**src/rtl/enemy_bullet.sv**
```systemverilog
// Enemy bullet: cooldown, shooter handshake, downward flight, player collision and HIT hold.
// Optional macro ENEMY_BULLET_JITTER_EN adds LFSR jitter to the IDLE cooldown length.
module enemy_bullet #(
  parameter int SPEED_P      = 4,
  parameter int FIRE_DELAY_P = 60,
  parameter int PLAYER_TOP_P = 430,
  parameter int PLAYER_BOT_P = 450,
  parameter int SCREEN_BOT_P = 479
) (
  input  logic       clk_i,
  input  logic       reset_ni,
  input  logic       frame_i,
  input  logic       enable_i,
  input  logic       resume_i,
  input  logic       src_valid_i,
  input  logic [9:0] src_x_i,
  input  logic [9:0] src_y_i,
  output logic       src_ready_o,
  input  logic [9:0] pos_left_i,
  input  logic [9:0] pos_right_i,
  output logic       hit_o,
  output logic       bullet_o,
  output logic [9:0] bullet_left_o,
  output logic [9:0] bullet_right_o,
  output logic [9:0] bullet_top_o,
  output logic [9:0] bullet_bot_o,
  output logic [1:0] state_o
);

  typedef enum logic [1:0] {
    IDLE   = 2'b00,
    ARMED  = 2'b01,
    FLYING = 2'b10,
    HIT    = 2'b11
  } state_t;

  state_t      state_q;
  logic [15:0] cnt_q;
  logic [9:0]  top_q;
  logic [9:0]  left_q;
  logic        hit_q;
  logic [15:0] limit;

  // Geometry is evaluated one bit wider so comparisons never wrap.
  logic [10:0] right_w;
  logic [10:0] bot_w;
  logic [10:0] next_bot_w;
  logic        collide;
  logic        miss;
  logic        enter_idle;

  assign right_w    = {1'b0, left_q} + 11'd6;
  assign bot_w      = {1'b0, top_q} + 11'd10;
  assign next_bot_w = {1'b0, top_q} + 11'(SPEED_P) + 11'd10;

  assign collide = (bot_w >= 11'(PLAYER_TOP_P)) &&
                   ({1'b0, top_q} <= 11'(PLAYER_BOT_P)) &&
                   (right_w > {1'b0, pos_left_i}) &&
                   (left_q < pos_right_i);
  assign miss    = next_bot_w > 11'(SCREEN_BOT_P);

  assign enter_idle = enable_i &&
                      (((state_q == FLYING) && frame_i && !collide && miss) ||
                       ((state_q == HIT) && resume_i));

`ifdef ENEMY_BULLET_JITTER_EN
  logic [7:0]  lfsr_q;
  logic [15:0] limit_q;

  always_ff @(posedge clk_i or negedge reset_ni) begin
    if (!reset_ni) begin
      lfsr_q  <= 8'hA5;
      limit_q <= 16'(FIRE_DELAY_P) + 16'd5;
    end else begin
      if (enable_i && frame_i) begin
        lfsr_q <= {lfsr_q[6:0], lfsr_q[7] ^ lfsr_q[5] ^ lfsr_q[4] ^ lfsr_q[3]};
      end
      if (enter_idle) begin
        limit_q <= 16'(FIRE_DELAY_P) + {11'd0, lfsr_q[4:0]};
      end
    end
  end

  assign limit = limit_q;
`else
  assign limit = 16'(FIRE_DELAY_P);
`endif

  always_ff @(posedge clk_i or negedge reset_ni) begin
    if (!reset_ni) begin
      state_q <= IDLE;
      cnt_q   <= '0;
      top_q   <= '0;
      left_q  <= '0;
      hit_q   <= 1'b0;
    end else begin
      hit_q <= 1'b0;
      if (enable_i) begin
        case (state_q)
          IDLE: begin
            if (frame_i) begin
              if (cnt_q == limit - 16'd1) begin
                state_q <= ARMED;
                cnt_q   <= '0;
              end else begin
                cnt_q <= cnt_q + 16'd1;
              end
            end
          end
          ARMED: begin
            if (src_valid_i) begin
              left_q  <= src_x_i;
              top_q   <= src_y_i;
              state_q <= FLYING;
            end
          end
          FLYING: begin
            if (frame_i) begin
              if (collide) begin
                state_q <= HIT;
                hit_q   <= 1'b1;
              end else if (miss) begin
                state_q <= IDLE;
                cnt_q   <= '0;
              end else begin
                top_q <= top_q + 10'(SPEED_P);
              end
            end
          end
          HIT: begin
            if (resume_i) begin
              state_q <= IDLE;
              cnt_q   <= '0;
            end
          end
          default: state_q <= IDLE;
        endcase
      end
    end
  end

  assign src_ready_o    = (state_q == ARMED) && enable_i;
  assign hit_o          = hit_q && enable_i;
  assign bullet_o       = (state_q == FLYING);
  assign bullet_left_o  = left_q;
  assign bullet_right_o = right_w[9:0];
  assign bullet_top_o   = top_q;
  assign bullet_bot_o   = bot_w[9:0];
  assign state_o        = state_q;

endmodule

```
**config.mk**
```make
export PLATFORM = sky130hd
export DESIGN_NAME = enemy_bullet
export DESIGN_NICKNAME = d
export VERILOG_FILES = /design/src/rtl/enemy_bullet.sv
export SDC_FILE = /design/constraint.sdc
export NUM_CORES = 1
export LEC_CHECK = 0
export ABC_AREA = 1
export BUFFER_PORTS_ARGS = -buffer_cell sky130_fd_sc_hd__clkbuf_2
export CAP_MARGIN = 0
export CORE_UTILIZATION = 37
export DETAILED_ROUTE_END_ITERATION = 7
export GPL_TIMING_DRIVEN = 0
export SLEW_MARGIN = 15
export SYNTH_ARGS = -nofsm -noshare
export SYNTH_HDL_FRONTEND = slang
export SYNTH_SLANG_ARGS = --single-unit
```
**constraint.sdc**
```tcl
create_clock -name clk_i -period 6.9 [get_ports clk_i]
set_clock_uncertainty 0.2 [all_clocks]
set_input_delay 0.345 -clock clk_i [delete_from_list [all_inputs] [get_ports clk_i]]
set_output_delay 0.345 -clock clk_i [all_outputs]
set_load 0.02 [all_outputs]
```
---- Yosys cells after proc, flatten, opt, wreduce, memory -nomap -nowiden ----
Index checks and enable logic that the tools add are counted.
word-level totals
  bits in registers ....................... 39
  logic and storage cells ................. 65
operators by class
  add/sub/neg operators ................... 6
  magnitude comparators ................... 5
  equal/unequal tests ..................... 13
  multiplexer cells ....................... 24
  reduce and logical (&&, ||, !) cells .... 12
operators by type and width
  kind                                                                                  count
  16-bit 2-to-1 mux                                                                     6
  16-bit one-hot mux with 3 select lines                                                1
  10-bit 2-to-1 mux                                                                     4
  10-bit by 3-bit adder with 11-bit output, second input constant                       2
  10-bit one-hot mux with 2 select lines                                                1
  16-bit by 1-bit adder with 16-bit output, second input constant                       1
  16-bit by 6-bit == test with 1-bit output, second input constant                      1
  2-bit 2-to-1 mux                                                                      7
  2-bit != test, second input constant                                                  7
  7-bit AND reduction                                                                   2
  10-bit by 4-bit adder with 11-bit output, second input constant                       1
  11-bit by 4-bit adder with 11-bit output, second input constant                       1
  11-bit by 9-bit greater-or-equal comparator with 1-bit output, second input constant  1
  11-bit by 10-bit > comparator with 1-bit output                                       1
  11-bit by 9-bit > comparator with 1-bit output, second input constant                 1
  10-bit by 3-bit adder with 10-bit output, second input constant                       1
  10-bit by 9-bit less-or-equal comparator with 1-bit output, second input constant     1
  10-bit < comparator                                                                   1
  2-bit one-hot mux with 4 select lines                                                 1
  6-bit AND reduction                                                                   1
  1-bit logical AND                                                                     5
  2-bit == test, second input constant                                                  2
  1-bit 2-to-1 mux                                                                      4
  3-bit by 1-bit != test with 1-bit output, second input constant                       1
  other kinds (6)                                                                       6

---- Longest topological paths before layout ----
Gate-level depths: netlist (run 1).
  word-level depth ........................ 9
  mapped depth ............................ 20
  mapped depth without buffers ............ 20

---- Least setup slack after synthesis (run 1) ----
Ideal clock, no wire load.
  kind .................................... reg-to-reg
  start point ............................. reg left_q[1] (netlist: bullet_left_o[1])
  end point ............................... reg cnt_q[4]
  setup time .............................. 0.117 ns
  data arrival time ....................... 3.011 ns
  required time ........................... 6.583 ns
  slack ................................... 3.572 ns
  cell stages (with the launch flop) ...... 18
  path buffers ............................ 1
  period minus slack after synthesis ...... 3.328 ns
  cells stage by stage .................... dfrtp_1 > inv_1 > ha_1 > nor3_1 > nand4_1 > xnor2_1 > ha_1 > nand2_1 > inv_1 > nand2_1 > nor2_1 > nor2_1 > nand2_1 > nor2_2 > nand3_2 > buf_2 > nand3_1 > nand2_1
between the ends
  cells in the longest elaborated chain, start to end .. 6
  elaborated cells on any way between the ends .. 7
  classes of those cells .................. add/sub: 1; order compare: 2; eq/ne: 1; reduce/logical: 3
ends and longest elaborated chain
  element                                          RTL line  RTL
  from (decl)                                      40        logic [9:0] left_q;
  from (signal assigned)                           112       left_q <= src_x_i;
  10-bit by 3-bit adder with 11-bit output         52        assign right_w = {1'b0, left_q} + 11'd6;
  net bullet_right_o[1]                            24        output logic [9:0] bullet_right_o,
  11-bit by 10-bit > comparator with 1-bit output  58        (right_w > {1'b0, pos_left_i}) &&
  1-bit logical AND                                57        ({1'b0, top_q} <= 11'(PLAYER_BOT_P)) &&
  1-bit logical AND                                58
  2-bit != test (no line)                          n/a
  7-bit AND reduction (no line)                    n/a
  to (signal assigned)                             106       cnt_q <= cnt_q + 16'd1;
  to (decl)                                        38        logic [15:0] cnt_q;
The timed path passes the listed nets, and every way through them passes these cells.
A chain may end at the register's enable or synchronous reset.

---- Final worst setup path (run 1) ----
  start point ............................. reg left_q[1] (netlist: bullet_left_o[1])
  end point ............................... reg top_q[4] (netlist: bullet_top_o[4])
between the ends
  cells in the longest elaborated chain, start to end .. 6
  elaborated cells on any way between the ends .. 7
  classes of those cells .................. add/sub: 1; order compare: 2; eq/ne: 1; reduce/logical: 3
ends and longest elaborated chain
  element                                          RTL line  RTL
  10-bit by 3-bit adder with 11-bit output         52
  11-bit by 10-bit > comparator with 1-bit output  58
  1-bit logical AND                                57
  1-bit logical AND *                              58
  2-bit != test (no line) *                        n/a
  6-bit AND reduction (no line) *                  n/a
  to (signal assigned)                             113       top_q <= src_y_i;
  to (signal assigned)                             126       top_q <= top_q + 10'(SPEED_P);
  to (decl)                                        39        logic [9:0] top_q;
Mark *: on every way between the ends. The rest lies on a longest branch, timed or not.

==> flow_summary.ini, run 1 <==
[grt]
met1_usage_pct = 27.25
grt_pass1_vias = 3160
busiest_layer = met2
grt_max_degree = 40
grt_pass1_wl_um = 14980
grt_overflow = 0
grt.met3_usage_pct = 3.165
grt_antenna_before_repair = 0
met2_usage_pct = 29.91
track_usage_pct = 19.10

[flow_run]
maxCapViolations = 0

[setup_path]
cp_max_fo = 10
end_kind = flop
worst-setup-path-type = reg2reg
worstPathRequired_ns = 6.92
cp-start-kind = flop
r2r_cells = 18
arrival_ns = 3.37

[clocking]
tritoncts = built
cts.clk_slew.worst_paths_ns = 0.08
numCtsBuffers = 5
cts_root_buf = clkbuf_8
h-tree-depth = 2
cts_buffer_depth = 2
cts_num_sinks = 39
ctsResizeCount = 0
cts_hold_buf = 0
cts_setup_buffers = 0
clk_latency_ns = 0.30

[finish]
drive_gt1_share_pct = 20.39
area_delta_synth_final_pct = 20.77
antennaDiodeCount = 0
final_util_pct = 46.49
nets = 682

[synthesis]
synthArstFlopShare_pct = 100.0
synth_seq_cells = 39
synth_area_mm2 = 0.003373
ys_seq_area_share_pct = 28.93
syn_nets = 583
yosys_most_used_dff = dfrtp_1
yosys_warnings = 0
syn_area_per_cell_um2 = 6.640
synth_cell_type_count = 32
yosysTopAreaCell = dfrtp_1
synth_edf_count = 0
netlist_instances = 508
synth_top_area_share_pct = 28.93
ys_top_cells_by_area = dfrtp_1 29%, nand2_1 17%, ha_1 11%, inv_1 8.7%, nand3_1 5.9%

[die]
core_mm2 = 0.008763
initial_core_util_pct = 38.49
die_x_um = 97.48
rows = 34
die_h_um = 97.48
dieArea_mm2 = 0.009502
pin_count = 91

[sta]
maxSlewHeadroom_pct = 60.76
report.final.slew_viol_count = 0
worst_pin_slew_ns = 0.5842
max_freq_mhz = 297.9
rsz0062_at_grt = no
fin_crit_ns = 3.357
post-route-period-util_pct = 48.65
hold_viol_final = 0
tns_ns = 0
setup_viol = 0

[drt]
ant_nets = 0
vias = 3403
routed_via_density = 4.753
avgRoutedWirePerCell_um = 12.14
drt-initial-drc-count = 140
drc = 0
dr.pass1.iters = 6
routed_wl_um = 8695

[power_and_ir_drop]
peakVddDrop_mv = 0.1874
cellLeakagePower_nw = 2.324
p_per_area_mw_per_mm2 = 424.3

[place]
finalWeightedCongestion = 0.8592
hpwl_um = 6872
port_buffers = 90

[min_path]
whs_path_depth = 2
hold_path_class = in2reg

[status]
status = completed
[critical path: stages, from the launching register on]
cell and delay, ns:
dfrtp_1 0.42, inv_1 0.13, ha_1 0.27, nor3_1 0.35, nand4_1 0.15, xnor2_1 0.22
ha_1 0.28, nand2_1 0.08, inv_1 0.04, nand2_1 0.08, nor2_1 0.05, nor2_1 0.09
nand2_1 0.08, nor2_2 0.12, nand3_2 0.24, nand2_1 0.21, buf_6 0.16, nand2_1 0.05
o21ai_0 0.06
[final timing paths]
kind,start,end,slack [ns]
max,bullet_left_o[1]$_DFFE_PN0P_,bullet_top_o[4]$_DFFE_PN0P_,3.54
min,src_y_i[0],bullet_top_o[0]$_DFFE_PN0P_,0.09
max reg2reg,bullet_left_o[1]$_DFFE_PN0P_,bullet_top_o[4]$_DFFE_PN0P_,3.54
min reg2reg,cnt_q[1]$_DFFE_PN0P_,cnt_q[1]$_DFFE_PN0P_,0.32
max in group asynchronous,reset_ni,bullet_top_o[9]$_DFFE_PN0P_,5.71
min in group asynchronous,reset_ni,bullet_top_o[3]$_DFFE_PN0P_,0.31
[state kept, by name, indices dropped and copies added (netlist names)]
register       cells
state_o            2
bullet_top_o      10
bullet_left_o     10
hit_q              1
cnt_q             16
[report_power, final]
group | leakage [nW] | internal [mW] | total [mW] | switching [mW]
clock | 0.0412 | 0.0708 | 0.156 | 0.0850
sequential | 0.496 | 0.301 | 0.404 | 0.102
combinational | 1.79 | 0.408 | 1.17 | 0.761
total | 2.32 | 0.781 | 1.73 | 0.948
[synth_stat cells, types with 4 or more instances]
cell type and count:
inv_1 78, dfrtp_1 39, xnor2_1 5, a21oi_1 29, ha_1 29, nand2_1 153, nor2_1 51, nand3_1 40
buf_2 4, nand4_1 7, mux2_2 6, buf_4 4, xor2_1 9, nor3_1 15, o21ai_0 12
[cell families after synthesis]
family,share of synthesized area [%]
AO/OA/AOI/OAI,8.605
XOR/XNOR,3.635
adder cells (fa/ha/maj),10.76
buffers and inverters,11.28
flip-flops,28.93
multiplexers,2.003
AND/OR/NAND/NOR,34.79
[metrics by stage]
step	std cells	hold WS (ns)	cell area (um^2)	power (mW)	worst slack (ns)
floorplan	508	-0.1506	3373	1.230	3.572
global placement	706	0.2897	3959	1.560	3.573
detailed placement	706	0.3018	3959	1.583	3.522
CTS	714	0.05423	4044	1.747	3.496
global route	716	0.07355	4074	1.912	3.188
finish	716	0.08703	4074	1.728	3.543
[area by class of cell]
| class | count | area, um^2 |
|---|---|---|
| Tap cell | 108 | 135.1 |
| Clock buffer | 6 | 72.57 |
| Buffer | 12 | 80.08 |
| Fill cell | 955 | 4690 |
| Inverter | 80 | 300.3 |
| Sequential cell | 39 | 975.9 |
| Multi-Input combinational cell | 377 | 2017 |
| Timing Repair Buffer | 92 | 480.5 |
| Clock inverter | 2 | 12.51 |
[cell usage in the layout (no fill, tap or decap), types with 2 or more instances in the layout]
cell      Yosys  layout
xnor2_1       5       5
clkbuf_8      0       5
nor2_1       51      51
xor2_1        9       9
nor2_2        2       2
nand2_1     153     153
buf_6         2       2
ha_1         29      29
dfrtp_1      39      39
a21oi_1      29      29
o21ai_1       3       3
o21ai_0      12      12
buf_4         4       4
buf_2         4       4
clkbuf_2      0      90
clkbuf_1      2       3
mux2_2        6       6
inv_2         2       2
nand3_1      40      40
inv_1        78      78
nor3_1       15      15
o21a_1        3       3
nand4_1       7       7
nand3b_1      2       2
o211ai_1      2       2
[routing by layer]
metal	wire (um)	up-vias
met5	0	-
met4	29	0
met3	418	2
met2	3895	92
met1	4352	1500
li1	-	1809
No activity file was read; power rests on OpenSTA's default activity.
==> inputs of run 2 (changes only) <==
==> constraint.sdc (replaced) <==
create_clock -name clk_i -period 3.3 [get_ports clk_i]
set_clock_uncertainty 0.2 [all_clocks]
set_input_delay 0.165 -clock clk_i [delete_from_list [all_inputs] [get_ports clk_i]]
set_output_delay 0.165 -clock clk_i [all_outputs]
set_load 0.02 [all_outputs]
==> run 2 against run 1 <==
  * Final cell count is 2.7% higher
  * Sequential power increased by 110%
  * First-iteration DRC count shrank 27%
  * Clock-buffer cell count did not move
  * Critical endpoint is now cnt_q[15]$_DFFE_PN0P_
  * Combinational power rose by 110%
==> flow_summary.ini, run 2 (synthesis results as in run 1) <==
[flow_run]
maxCapViolations = 0

[setup_path]
critPathSlowestCell = dfrtp_1
worst-setup-path-type = reg2reg
end_kind = flop
cp-start-kind = flop
cpPeakStageDelay_ns = 0.38
cp_max_fo = 10
crit_start = bullet_left_o[1]$_DFFE_PN0P_
crit_family = simple AND/OR/NAND/NOR gates
arrival_ns = 3.01
worstPathRequired_ns = 3.29
critical_path_buf_inv_count = 3
cp_cell_sequence = inv_1, ha_1, nor3_2, xor2_1, inv_1, ha_1, nand2_1, nor2_1, nand2_1, nand3_1, nand3_1, nand2_1, nand2_1, nor2_4, nand3_4, buf_4, nand3_1, nand2_1
r2r-start = bullet_left_o[1]$_DFFE_PN0P_
crit_top_cell = nand2_1

[finish]
nets = 701
antennaDiodeCount = 0
drive_gt1_share_pct = 20.89
fillers = 913
stdcell_count = 735
largest_register_ffs = 16
final_util_pct = 48.90
largest-register = cnt_q
area_delta_synth_final_pct = 27.04
layout_commonest_cell = nand2_1
post-route-cell-area_mm2 = 0.004285
final_cell_mix = 152 x nand2_1, 90 x clkbuf_2, 78 x inv_1, 51 x nor2_1, 40 x nand3_1

[die]
rows = 34
die_h_um = 97.48
dieArea_mm2 = 0.009502
initial_core_util_pct = 38.49
die_x_um = 97.48
pin_count = 91
core_mm2 = 0.008763

[clocking]
cts_num_sinks = 39
h-tree-depth = 2
clk_latency_ns = 0.30
cts.clk_slew.worst_paths_ns = 0.08
cts_buffer_depth = 2
tritoncts = built
numCtsBuffers = 5
cts_root_buf = clkbuf_8

[place]
place_area_mm2 = 0.003966
finalWeightedCongestion = 0.8464
port_buffers = 90
placedCellCount = 706
hpwl_um = 6840

[min_path]
hp-start = src_y_i[2]
hold_path_class = in2reg

[sta]
worst_pin_slew_ns = 0.9802
max_freq_mhz = 331.2
tns_ns = 0
fin_crit_ns = 3.019
maxSlewHeadroom_pct = 34.65
hold_viol_final = 0
post-route-period-util_pct = 91.49
report.final.slew_viol_count = 0
setup_viol = 0

[drt]
drc = 0
drt-initial-drc-count = 102
dr.pass1.iters = 5
routed_via_density = 4.782
routed_wl_um = 8833
ant_nets = 0
avgRoutedWirePerCell_um = 12.02
vias = 3515

[status]
status = completed

[grt]
grt_max_degree = 40
grt_pass1_wl_um = 15080
track_usage_pct = 18.90
grt_pass1_vias = 3349
grt_antenna_before_repair = 0
grt_overflow = 0

[power_and_ir_drop]
peakVddDrop_mv = 0.3948
cellLeakagePower_nw = 2.414
p_per_area_mw_per_mm2 = 858.2
run 2: cell types whose count changed in the layout (fill, tap and decap cells not counted), moves of 2 or more:
cell           before  now
dlygate4sd3_1       1   17
buf_4               4    9
buf_2               4    2
nor3_1             15   13
nor3_2              0    2
run 2: through the flow:
step           setup slack, ns  power [mW]  hold WS (ns)
2_1_floorplan           0.1073       2.580       -0.3306
3_3_place_gp           0.05019       3.263        0.1932
3_5_place_dp          0.007693       3.304        0.1900
4_1_cts                0.04090       3.672      0.001354
5_1_grt             -0.0005531       4.043       0.03574
6_report                0.2808       3.678      0.003552
run 2: final timing paths:
path | endpoint | slack [ns] | cells after the start
setup reg to reg | cnt_q[15]$_DFFE_PN0P_ | 0.28 | 18
hold reg to reg | cnt_q[1]$_DFFE_PN0P_ | 0.33 | 2
hold / removal | bullet_top_o[2]$_DFFE_PN0P_ | 0.004 | 4
min in group asynchronous | bullet_top_o[3]$_DFFE_PN0P_ | 0.35 | 2
max in group asynchronous | bullet_left_o[2]$_DFFE_PN0P_ | 1.93 | 2
setup / recovery | cnt_q[15]$_DFFE_PN0P_ | 0.28 | 18
run 2: power breakdown:
group          leakage [nW]  internal, mW  total (mW)  switching, mW
logic                  1.88         0.896        2.50           1.60
registers             0.496         0.630       0.845          0.215
clock network        0.0412         0.148       0.332          0.184
total                  2.41          1.67        3.68           2.00
run 2: area by class of cell:
type / count / area (um^2) / share of cell area (%)
inverter: 80 / 300.3 / 7.007
tap: 108 / 135.1 / 3.153
multi-input combinational: 377 / 2049 / 47.82
buffer: 12 / 88.84 / 2.073
timing repair buffer: 111 / 650.6 / 15.18
clock buffer: 6 / 72.57 / 1.693
sequential: 39 / 975.9 / 22.77
clock inverter: 2 / 12.51 / 0.2920
run 2: metal layers:
metal  up-vias  track usage, %  wire (um)  share of wire [%]
li1       1848               -          -                  -
met1      1558           26.24       4415                 50
met2       101           30.29       3961                 45
met3         8           2.662        387                4.4
met4         0           5.882         68               0.77
met5         -               0          0                  0
run 2: worst reg2reg max path: stages (launching register included):
cell and delay [ns]:
dfrtp_1 0.38, inv_1 0.10, ha_1 0.27, nor3_2 0.21, xor2_1 0.17, inv_1 0.08, ha_1 0.28, nand2_1 0.07
nor2_1 0.13, nand2_1 0.07, nand3_1 0.06, nand3_1 0.07, nand2_1 0.07, nand2_1 0.08, nor2_4 0.12, nand3_4 0.16
buf_4 0.24, nand3_1 0.09, nand2_1 0.06
run 2: what timing repair did:
action | 4_1_cts | 5_1_grt
pin swaps | 0 | 3
hold buffers | 17 | 0
setup endpoints to repair | 3 | 27
gates resized for setup | 1 | 9
setup buffers | 0 | 4
endpoints found under the hold margin | 54 | 0
